--- src/rtl/wb_csr_bridge.sv ---
// Wishbone-slave to CSR-bus bridge.
// Each Wishbone access becomes one CSR access, either a single-cycle write
// strobe or a read that waits READ_WAIT cycles before sampling csr_di.
// Every output comes straight from a flop.
module wb_csr_bridge #(
  parameter int READ_WAIT = 1
) (
  input  logic        sys_clk,
  input  logic        sys_rst_n,
  input  logic [31:0] wb_adr_i,
  input  logic [31:0] wb_dat_i,
  output logic [31:0] wb_dat_o,
  input  logic        wb_cyc_i,
  input  logic        wb_stb_i,
  input  logic        wb_we_i,
  output logic        wb_ack_o,
  output logic [13:0] csr_a,
  output logic        csr_we,
  output logic [31:0] csr_do,
  input  logic [31:0] csr_di
);

  typedef enum logic [1:0] {IDLE, WRITE, READ, ACK} state_t;

  // Final value of the read counter: csr_di is sampled when the count reaches it.
  localparam logic [2:0] WAIT_LAST = 3'(READ_WAIT);

  state_t      state_reg, state_next;
  logic [2:0]  cnt_reg, cnt_next;
  logic [13:0] csr_a_reg, csr_a_next;
  logic [31:0] csr_do_reg, csr_do_next;
  logic        csr_we_reg, csr_we_next;
  logic        ack_reg, ack_next;
  logic [31:0] dat_o_reg, dat_o_next;

  // Byte-lane bits and upper address bits do not take part in CSR decoding.
  logic unused_adr;
  assign unused_adr = ^{wb_adr_i[31:16], wb_adr_i[1:0]};

  // State and output registers; reset clears everything immediately.
  always_ff @(posedge sys_clk or negedge sys_rst_n) begin
    if (!sys_rst_n) begin
      state_reg  <= IDLE;
      cnt_reg    <= '0;
      csr_a_reg  <= '0;
      csr_do_reg <= '0;
      csr_we_reg <= 1'b0;
      ack_reg    <= 1'b0;
      dat_o_reg  <= '0;
    end else begin
      state_reg  <= state_next;
      cnt_reg    <= cnt_next;
      csr_a_reg  <= csr_a_next;
      csr_do_reg <= csr_do_next;
      csr_we_reg <= csr_we_next;
      ack_reg    <= ack_next;
      dat_o_reg  <= dat_o_next;
    end
  end

  // Next-state and next-output logic; strobes default low, data holds.
  always_comb begin
    state_next  = state_reg;
    cnt_next    = cnt_reg;
    csr_a_next  = csr_a_reg;
    csr_do_next = csr_do_reg;
    dat_o_next  = dat_o_reg;
    csr_we_next = 1'b0;
    ack_next    = 1'b0;
    case (state_reg)
      IDLE: begin
        if (wb_cyc_i && wb_stb_i) begin
          csr_a_next  = wb_adr_i[15:2];
          csr_do_next = wb_dat_i;
          cnt_next    = '0;
          if (wb_we_i) begin
            state_next  = WRITE;
            csr_we_next = 1'b1;
          end else begin
            state_next = READ;
          end
        end
      end
      WRITE: begin
        // The strobe has already been issued; only the ack can be dropped.
        if (wb_cyc_i) begin
          state_next = ACK;
          ack_next   = 1'b1;
        end else begin
          state_next = IDLE;
        end
      end
      READ: begin
        if (!wb_cyc_i) begin
          state_next = IDLE;
          cnt_next   = '0;
        end else if (cnt_reg == WAIT_LAST) begin
          dat_o_next = csr_di;
          ack_next   = 1'b1;
          cnt_next   = '0;
          state_next = ACK;
        end else begin
          cnt_next = cnt_reg + 3'd1;
        end
      end
      ACK: begin
        // No accept here: the master still sees ack this cycle.
        state_next = IDLE;
      end
      default: begin
        state_next = IDLE;
      end
    endcase
  end

  assign csr_a    = csr_a_reg;
  assign csr_do   = csr_do_reg;
  assign csr_we   = csr_we_reg;
  assign wb_ack_o = ack_reg;
  assign wb_dat_o = dat_o_reg;

endmodule
--- config.mk ---
export PLATFORM = sky130hd
export DESIGN_NAME = wb_csr_bridge
export DESIGN_NICKNAME = d
export VERILOG_FILES = /design/src/rtl/wb_csr_bridge.sv
export SDC_FILE = /design/constraint.sdc
export NUM_CORES = 1
export LEC_CHECK = 0
export CORE_ASPECT_RATIO = 1.4
export CORE_MARGIN = 10
export CORE_UTILIZATION = 42
export DETAILED_ROUTE_END_ITERATION = 7
export HOLD_SLACK_MARGIN = 0.08
export PLACE_DENSITY = 0.85
export SETUP_SLACK_MARGIN = 0.5
export SYNTH_ARGS = -nofsm -noshare
export SYNTH_HDL_FRONTEND = slang
export SYNTH_SLANG_ARGS = --single-unit
--- constraint.sdc ---
create_clock -name sys_clk -period 2.4 [get_ports sys_clk]
set_input_delay 0.48 -clock sys_clk [delete_from_list [all_inputs] [get_ports sys_clk]]
set_output_delay 0.48 -clock sys_clk [all_outputs]
set_load 0.005 [all_outputs]
==> results summary, run 1 <==
For the pin with the worst max-slew slack, the measured transition is 776.1 ps. The I/O pin total is 181. For this run, the number of Yosys warnings is 0. The element type at the critical path end is a flip-flop.

The synthesized area came out at 3428 um2. Clock-pin slew was measured on the worst setup and hold paths at 80 ps. The placer's final routability congestion estimate came out at 0.7914. The clock latency on the worst-skew pair came out at 350 ps. Walking the worst path, the cells encountered are inv_1 -> ha_1 -> and2_1 -> nand2_4 -> buf_12 -> mux2_2. TritonCTS built the clock tree. Yosys attributes the largest share of cell area to sky130_fd_sc_hd__dfrtp_1 62%, sky130_fd_sc_hd__mux2_2 17%, sky130_fd_sc_hd__mux2_4 13%, sky130_fd_sc_hd__ha_1 1.5%, sky130_fd_sc_hd__nand3_1 1.0%.

The biggest area contributor in the post-synthesis netlist is sky130_fd_sc_hd__dfrtp_1. The die is 96.36 um wide. STA puts the critical path data required time at 2650 ps.

The number of levels in the clock H-tree came out at 3. VDD sags by at most 0.6615 mV. The number of failing setup endpoints in the final timing report is 0.

The largest buffer count on any clock path is 2. Setup repair after global routing left no endpoint under its margin. Across the run, the number of max-cap violations was 0. The largest individual stage delay along the critical path comes from the cell sky130_fd_sc_hd__dfrtp_1. The clock buffer count from CTS is 9. In this run the remaining antenna-violating nets after routing total 0. The number of distinct standard cells referenced by the synthesized netlist is 20.

The DRC marker count from the first detailed-route iteration came out at 36. The number of setup buffers added after CTS is 0. The sequential share of the synthesized area came out at 0.6204. Of the cells placed in the final design, the portion with a size suffix greater than 1 is 0.2746. The kind of critical path is reg -> reg. The pin count of the biggest net entering global routing is 63. Summed over all layers, the global routing overflow is 0. The tightest slew margin relative to the limit came out at 0.4826.

The number of failing hold endpoints at the final stage is 0. The via count of the first global-routing pass came out at 2,532. The full die area is 12,230 um2. After routing the design area is 5405 um2. The type of the most critical hold path is in -> async.

Setup total negative slack on the finished layout was measured at 0 ps. The number of standard cells after synthesis is 209. The detailed-route DRC error count is 0. The peak clock frequency supported by timing came out at 561.2 MHz.

The floorplan has 38 rows. The final number of max-transition violations is 0. The net count after synthesis is 314. The floorplan step set the die height to 126.9 um. The effective utilization at floorplan came out at 0.4370. The total core area is 7845 um2. The worst stage delay on the critical path is 400 ps. The final cycle utilization of the critical path came out at 0.7425. The sink count of the clock tree came out at 85. The largest driver fanout on the critical path came out at 17. The register bit total from synthesis came out at 85.

The number of antenna repair diodes came out at 0. The worst setup path is launched from a flip-flop. Gates resized during post-CTS repair numbered 0. The fraction of synthesized cell area taken by the top area cell type came out at 0.6204. The flow ran to the end, and the final reports show no timing, DRC or antenna violations.

Compared with the post-synthesis result, the final layout area differs by 57.66%. The total routing usage reported by global routing is 0.1500. After detailed routing, the average wire length per cell comes to 18.94 um. The static leakage is 2.431 nW.

The number of buffers inserted for hold repair after clock tree synthesis is 0. Data arrives at the worst endpoint at 2030 ps. The mean area per synthesized cell is 16.40 um2. The pre-antenna-repair detailed-routing pass consisted of 3 iterations. The net count of the finished layout is 486. The cell sitting at the root of the clock tree is a sky130_fd_sc_hd__clkbuf_8.

The instance area at placement is 5209 um2. The setup clock skew after layout is 6.907 ps. The final HPWL from detailed placement is 7229 um. The final layout contains routed wiring with a total length of 9206 um. For this design the ratio of total power to cell area is 1173 nW/um2.

The initial antenna violation count came out at 0. The total of buffers placed on input and output ports came out at 162. The shortest period the worst path allows is 1782 ps. The global-route wire length before repair came out at 13,940 um. The overall via count from detail_route is 2,328. The total power is 6.342 mW. The detailed-route vias per instance came out at 4.790.
## layout by cell type (no fill, tap or decap), types with 3 or more instances in the layout
master,synthesis,routed
sky130_fd_sc_hd__clkbuf_8,0,10
sky130_fd_sc_hd__inv_1,5,5
sky130_fd_sc_hd__mux2_2,51,51
sky130_fd_sc_hd__o21ai_0,4,4
sky130_fd_sc_hd__buf_4,0,5
sky130_fd_sc_hd__clkinv_2,0,4
sky130_fd_sc_hd__mux2_4,29,29
sky130_fd_sc_hd__buf_12,0,3
sky130_fd_sc_hd__clkdlybuf4s50_1,0,161
sky130_fd_sc_hd__nand2_1,4,4
sky130_fd_sc_hd__nand3b_1,3,3
sky130_fd_sc_hd__dfrtp_1,85,85
sky130_fd_sc_hd__nand3_1,7,6
sky130_fd_sc_hd__ha_1,4,4
## critical path, delay by kind of cell, from the launching register on
| kind | cells | cell delay, ps |
|---|---|---|
| adders and majority gates | 1 | 230 |
| buffers and inverters | 2 | 300 |
| DFF | 1 | 400 |
| muxes | 1 | 350 |
| and+or+nand+nor | 2 | 400 |
## path summary, 6_finish.rpt
| check | endpoint | start | depth (start not counted) | slack [ps] |
|---|---|---|---|---|
| max reg2reg | wb_dat_o[1] | state_reg[0] | 6 | 620 |
| min reg2reg | csr_a[0] | csr_a[0] | 1 | 510 |
| max in group asynchronous | csr_do[21] | sys_rst_n | 2 | 1520 |
| min in group sys_clk | csr_a[0] | csr_a[0] | 1 | 510 |
| max | wb_dat_o[1] | state_reg[0] | 6 | 620 |
| min | wb_dat_o[11] | sys_rst_n | 1 | 200 |
## cell usage after synthesis (all sizes together)
cell type  number
dfrtp          85
a2111o          1
nor2            1
nand3b          3
nand2b          1
inv             5
mux2           80
nand3           7
nor3b           1
and2            1
o21ai           4
a2bb2oi         1
ha              4
a21boi          1
nand2           5
buf             8
a211o           1
## per-stage QoR
stage | worst slack, ps | hold slack (ps) | utilization | instances
after floorplan | 857.1 | 184.4 | - | 209
after global placement | 382.2 | 484.9 | 0.6640 | 470
after detailed placement | 331.3 | 492.4 | 0.6640 | 470
after CTS | 527.8 | 218.2 | 0.6884 | 486
after global routing | 533.2 | 231.5 | 0.6890 | 486
final | 618.1 | 199.3 | 0.6890 | 486
## cell families after synthesis
group,Yosys count,synth area share
AOI/OAI and AO/OA,8,0.01643
adders and majority gates,4,0.01460
buffers and inverters,13,0.02263
DFF,85,0.6204
muxes,80,0.2945
and+or+nand+nor,19,0.03139
## per-layer routing
metal  up-vias  track usage  wire, um
li1       1079            -         -
met1      1147       0.1570      3333
met2        90       0.2596      4861
met3        12      0.05667       838
met4         0      0.06175       174
met5         -            0         0
## layout make-up
| type | count | area, um2 |
|---|---|---|
| fillers | 587 | 2440 |
| clock buffers | 11 | 141.4 |
| multi-input cells | 111 | 1234 |
| repair buffers | 169 | 1709 |
| clock inverters | 5 | 50.05 |
| inverters | 5 | 18.77 |
| well taps | 100 | 125.1 |
| flip-flops and latches | 85 | 2127 |
## power breakdown
group          switching [mW]  leakage (nW)  internal, mW
clock network           0.485         0.103         0.503
registers               0.363          1.04          2.13
logic                   0.837          1.29          2.03
Power figures use the tool's default switching activity.
==> run 2, diff against run 1 <==
--- a/config.mk
+++ b/config.mk
@@ -7,10 +7,10 @@
 export LEC_CHECK = 0
 export CORE_ASPECT_RATIO = 1.4
 export CORE_MARGIN = 10
-export CORE_UTILIZATION = 42
+export CORE_UTILIZATION = 35
 export DETAILED_ROUTE_END_ITERATION = 7
 export HOLD_SLACK_MARGIN = 0.08
-export PLACE_DENSITY = 0.85
+export PLACE_DENSITY = 0.76
 export SETUP_SLACK_MARGIN = 0.5
 export SYNTH_ARGS = -nofsm -noshare
 export SYNTH_HDL_FRONTEND = slang
==> constraint.sdc (replaced) <==
create_clock -name sys_clk -period 1.6 [get_ports sys_clk]
set_input_delay 0.32 -clock sys_clk [delete_from_list [all_inputs] [get_ports sys_clk]]
set_output_delay 0.32 -clock sys_clk [all_outputs]
set_load 0.005 [all_outputs]
==> run 2 against run 1 <==
  * Flip-flop and latch count is the same
  * Highest routed layer unchanged
  * Critical path type unchanged
  * Die area grew 16%
  * Final cell count grew 18%
  * Global-route usage shrank 1.1 points
  * Critical endpoint is now wb_dat_o[31]
  * Non-clock buffer count grew 55
  * Total power grew 67%
==> results summary, run 2 (same netlist as run 1, synthesis figures left out) <==
The relative contribution of the clock network to total power came out at 0.227 (+0.071). The detailed-route wire length per cell came out at 17.53 um (-7.5%). The endpoint arrival time on the critical path came out at 1680 ps (-350 ps). The full die area was 14,210 um2 (+16%). The total core area is 9512 um2 (+21%). The power per cell area is 1828 nW/um2 (+56%). The number of core rows came to 42 (+11%). The switching component of the power came out at 2.903 mW (+72%). The number of detailed-route iterations in the first pass came out at 4 (+1). The pin count of the biggest net entering global routing came out at 33 (-48%). The shortest period the worst path allows came out at 1462 ps (-319.9 ps).

The internal power consumption was 7.712 mW (+66%). The final standard cell count with taps included and fillers excluded came to 573 (+18%). The number of placed instances, taps included came out at 509 (+8.3%). The combinational power share is 0.427 (-0.025). The floorplan die width came out at 103.6 um (+7.6%).

TritonCTS built the clock tree. The clock transition at the registers of the reported paths came out at 60 ps (-20 ps). The detailed-route vias per instance is 4.433 (-7.5%).

The area overhead of the layout relative to synthesis is 69.42%. The setup clock skew after layout came to 7.507 ps (+0.6001 ps). The effective utilization at floorplan is 0.3604 (-0.07657). The number of antenna repair diodes came out at 0 (unchanged). The placer's final routability congestion estimate is 0.7480 (-5.5%). The largest driver fanout on the critical path was 13 (-4).

The aggregate routed wire length came out at 10,040 um (+9.1%). The clock latency on the worst-skew pair is 330 ps (-20 ps). The run finished with clean final reports.

The final HPWL from detailed placement came out at 7535 um (+4.2%). The net count of the finished layout is 541 (+11%). The tightest slew margin relative to the limit came to 0.7470 (+0.2644). The final number of max-transition violations was 0 (unchanged). Leaving out fill and tap cells, the most frequent cells in the layout are 82 x sky130_fd_sc_hd__dfrtp_1, 81 x sky130_fd_sc_hd__clkdlybuf4s50_1, 77 x sky130_fd_sc_hd__buf_2, 50 x sky130_fd_sc_hd__buf_4, 49 x sky130_fd_sc_hd__mux2_2. The total routing usage reported by global routing is 0.1388 (-0.01120). The initial antenna violation count came out at 0 (unchanged). The static leakage came out at 2.840 nW (+17%). Setup repair after global routing could not meet its margin everywhere. The detailed-route DRC error count came out at 0 (unchanged). The part of the total power dissipated in sequential elements came out at 0.346 (-0.047).

The number of buffers and inverters on the critical path came out at 1 (-1). The overall via count from detail_route was 2,540 (+9.1%). The I/O pin total came out at 181 (unchanged). The maximum VDD drop is 0.7688 mV (+16%).

The number of failing hold endpoints at the final stage came out at 0 (unchanged). The clock buffer count from CTS came out at 9 (unchanged). The global-route congestion overflow total is 0 (unchanged).

The total power came out at 10.61 mW (+67%). The gate family responsible for the most delay along the worst path is flip-flops. Among all stages on the critical path, the largest delay is contributed by sky130_fd_sc_hd__dfrtp_2.

Leaving out fill and tap cells, the most frequent cell in the layout is sky130_fd_sc_hd__dfrtp_1. The number of antenna-violating nets in the routed design was 0 (unchanged). The final cycle utilization of the critical path is 0.9138 (+0.1713). In this run the clock root is driven by a sky130_fd_sc_hd__clkbuf_16. The floorplan die height came to 137.1 um (+8.0%).

The total of buffers placed on input and output ports was 162 (unchanged). The worst setup path is of the reg -> reg kind. The worst stage delay on the critical path is 430 ps (+30 ps).

The number of failing setup endpoints in the final timing report is 0 (unchanged). The DRC marker count from the first detailed-route iteration is 92 (+160%). The number of levels in the clock H-tree is 3 (unchanged). The max-cap check violation count is 0 (unchanged). The peak clock frequency supported by timing is 684.0 MHz (+22%). STA classifies the critical path endpoint as a flip-flop. The sink count of the clock tree came out at 85 (unchanged). The type of the most critical hold path is in -> async. The endpoint required time on the critical path is 1810 ps (-840 ps).

The switching power share of the total came out at 0.2735 (+0.007690). The worst setup path is launched from a flip-flop. The via count of the first global-routing pass came out at 2,744 (+8.4%). The count of filler cells inserted in the layout came out at 790 (+35%). The global-route wire length before repair is 15,510 um (+11%). The largest buffer count on any clock path is 2 (unchanged). The share of post-route cells with drive strength above 1 came to 0.5737 (+0.2991). The slew at the pin closest to its max-slew limit is 379.4 ps (-396.6 ps).

Traced cell by cell, the critical path runs through ha_4 -> and2_4 -> nand2_8 -> buf_12 -> mux2_2.
==> run 2: changes by cell type in the layout (fill, tap and decap cells not counted), moves of 4 or more <==
cell / change
sky130_fd_sc_hd__buf_2: +77
sky130_fd_sc_hd__buf_4: +45
sky130_fd_sc_hd__buf_6: +9
sky130_fd_sc_hd__clkbuf_16: +9
sky130_fd_sc_hd__clkbuf_8: -9
sky130_fd_sc_hd__clkdlybuf4s50_1: -80
sky130_fd_sc_hd__clkinv_2: -4
sky130_fd_sc_hd__o21ai_0: -4
sky130_fd_sc_hd__o21ai_1: +4
==> run 2: final cells by class <==
cell class / instances / area, um2 / share of cell area
flip-flops and latches: 85 / 2131 / 0.3669
repair buffers: 224 / 1803 / 0.3104
multi-input cells: 111 / 1341 / 0.2309
clock buffers: 11 / 242.7 / 0.04179
well taps: 132 / 165.2 / 0.02844
clock inverters: 5 / 106.4 / 0.01831
inverters: 5 / 18.77 / 0.003231
==> run 2: timing repair <==
action / CTS / global route
setup buffers: 24 / 23
hold buffers: 1 / 0
gates resized for setup: 335 / 14
gates cloned: 0 / 0
pin swaps: 3 / 2
endpoints found under the setup margin: 165 / 165
hold endpoints to repair: 25 / 0
==> run 2: metrics by stage <==
step | TNS [ps] | cell area (um2) | hold WS, ps | util | setup WS (ps)
floorplan | 0 | 3513 | 24.41 | - | 176.3
global placement | -6747 | 5376 | 264.4 | 0.5652 | -129.5
detailed placement | -9319 | 5376 | 270.2 | 0.5652 | -201.5
CTS | 0 | 5592 | 464.6 | 0.5879 | 130.8
global route | 0 | 5808 | 483.2 | 0.6106 | 93.23
finish | 0 | 5808 | 462.1 | 0.6106 | 138.0
==> run 2: path summary, 6_finish.rpt <==
kind / endpoint / cells after the start / slack (ps) / startpoint
max: wb_dat_o[31] / 5 / 140 / state_reg[1]
min: csr_a[0] / 2 / 460 / sys_rst_n
max reg2reg: wb_dat_o[31] / 5 / 140 / state_reg[1]
min reg2reg: csr_do[28] / 1 / 500 / csr_do[28]
max in group asynchronous: state_reg[1] / 3 / 640 / sys_rst_n
min in group sys_clk: csr_do[28] / 1 / 500 / csr_do[28]
==> run 2: power by group through the flow <==
stage	combinational, mW	sequential (mW)	clock, mW
after floorplan	1.67	3.82	0
after global placement	4.44	3.70	0
after detailed placement	4.53	3.77	0
after CTS	4.10	3.67	2.46
after global routing	4.92	3.79	2.54
final	4.53	3.68	2.41
==> run 2: metal layers <==
| metal | vias to the layer above | track usage | routed length, um |
|---|---|---|---|
| li1 | 1190 | - | - |
| met1 | 1244 | 0.1546 | 3786 |
| met2 | 95 | 0.2482 | 5445 |
| met3 | 11 | 0.04329 | 654 |
| met4 | 0 | 0.04245 | 158 |
| met5 | - | 0 | 0 |
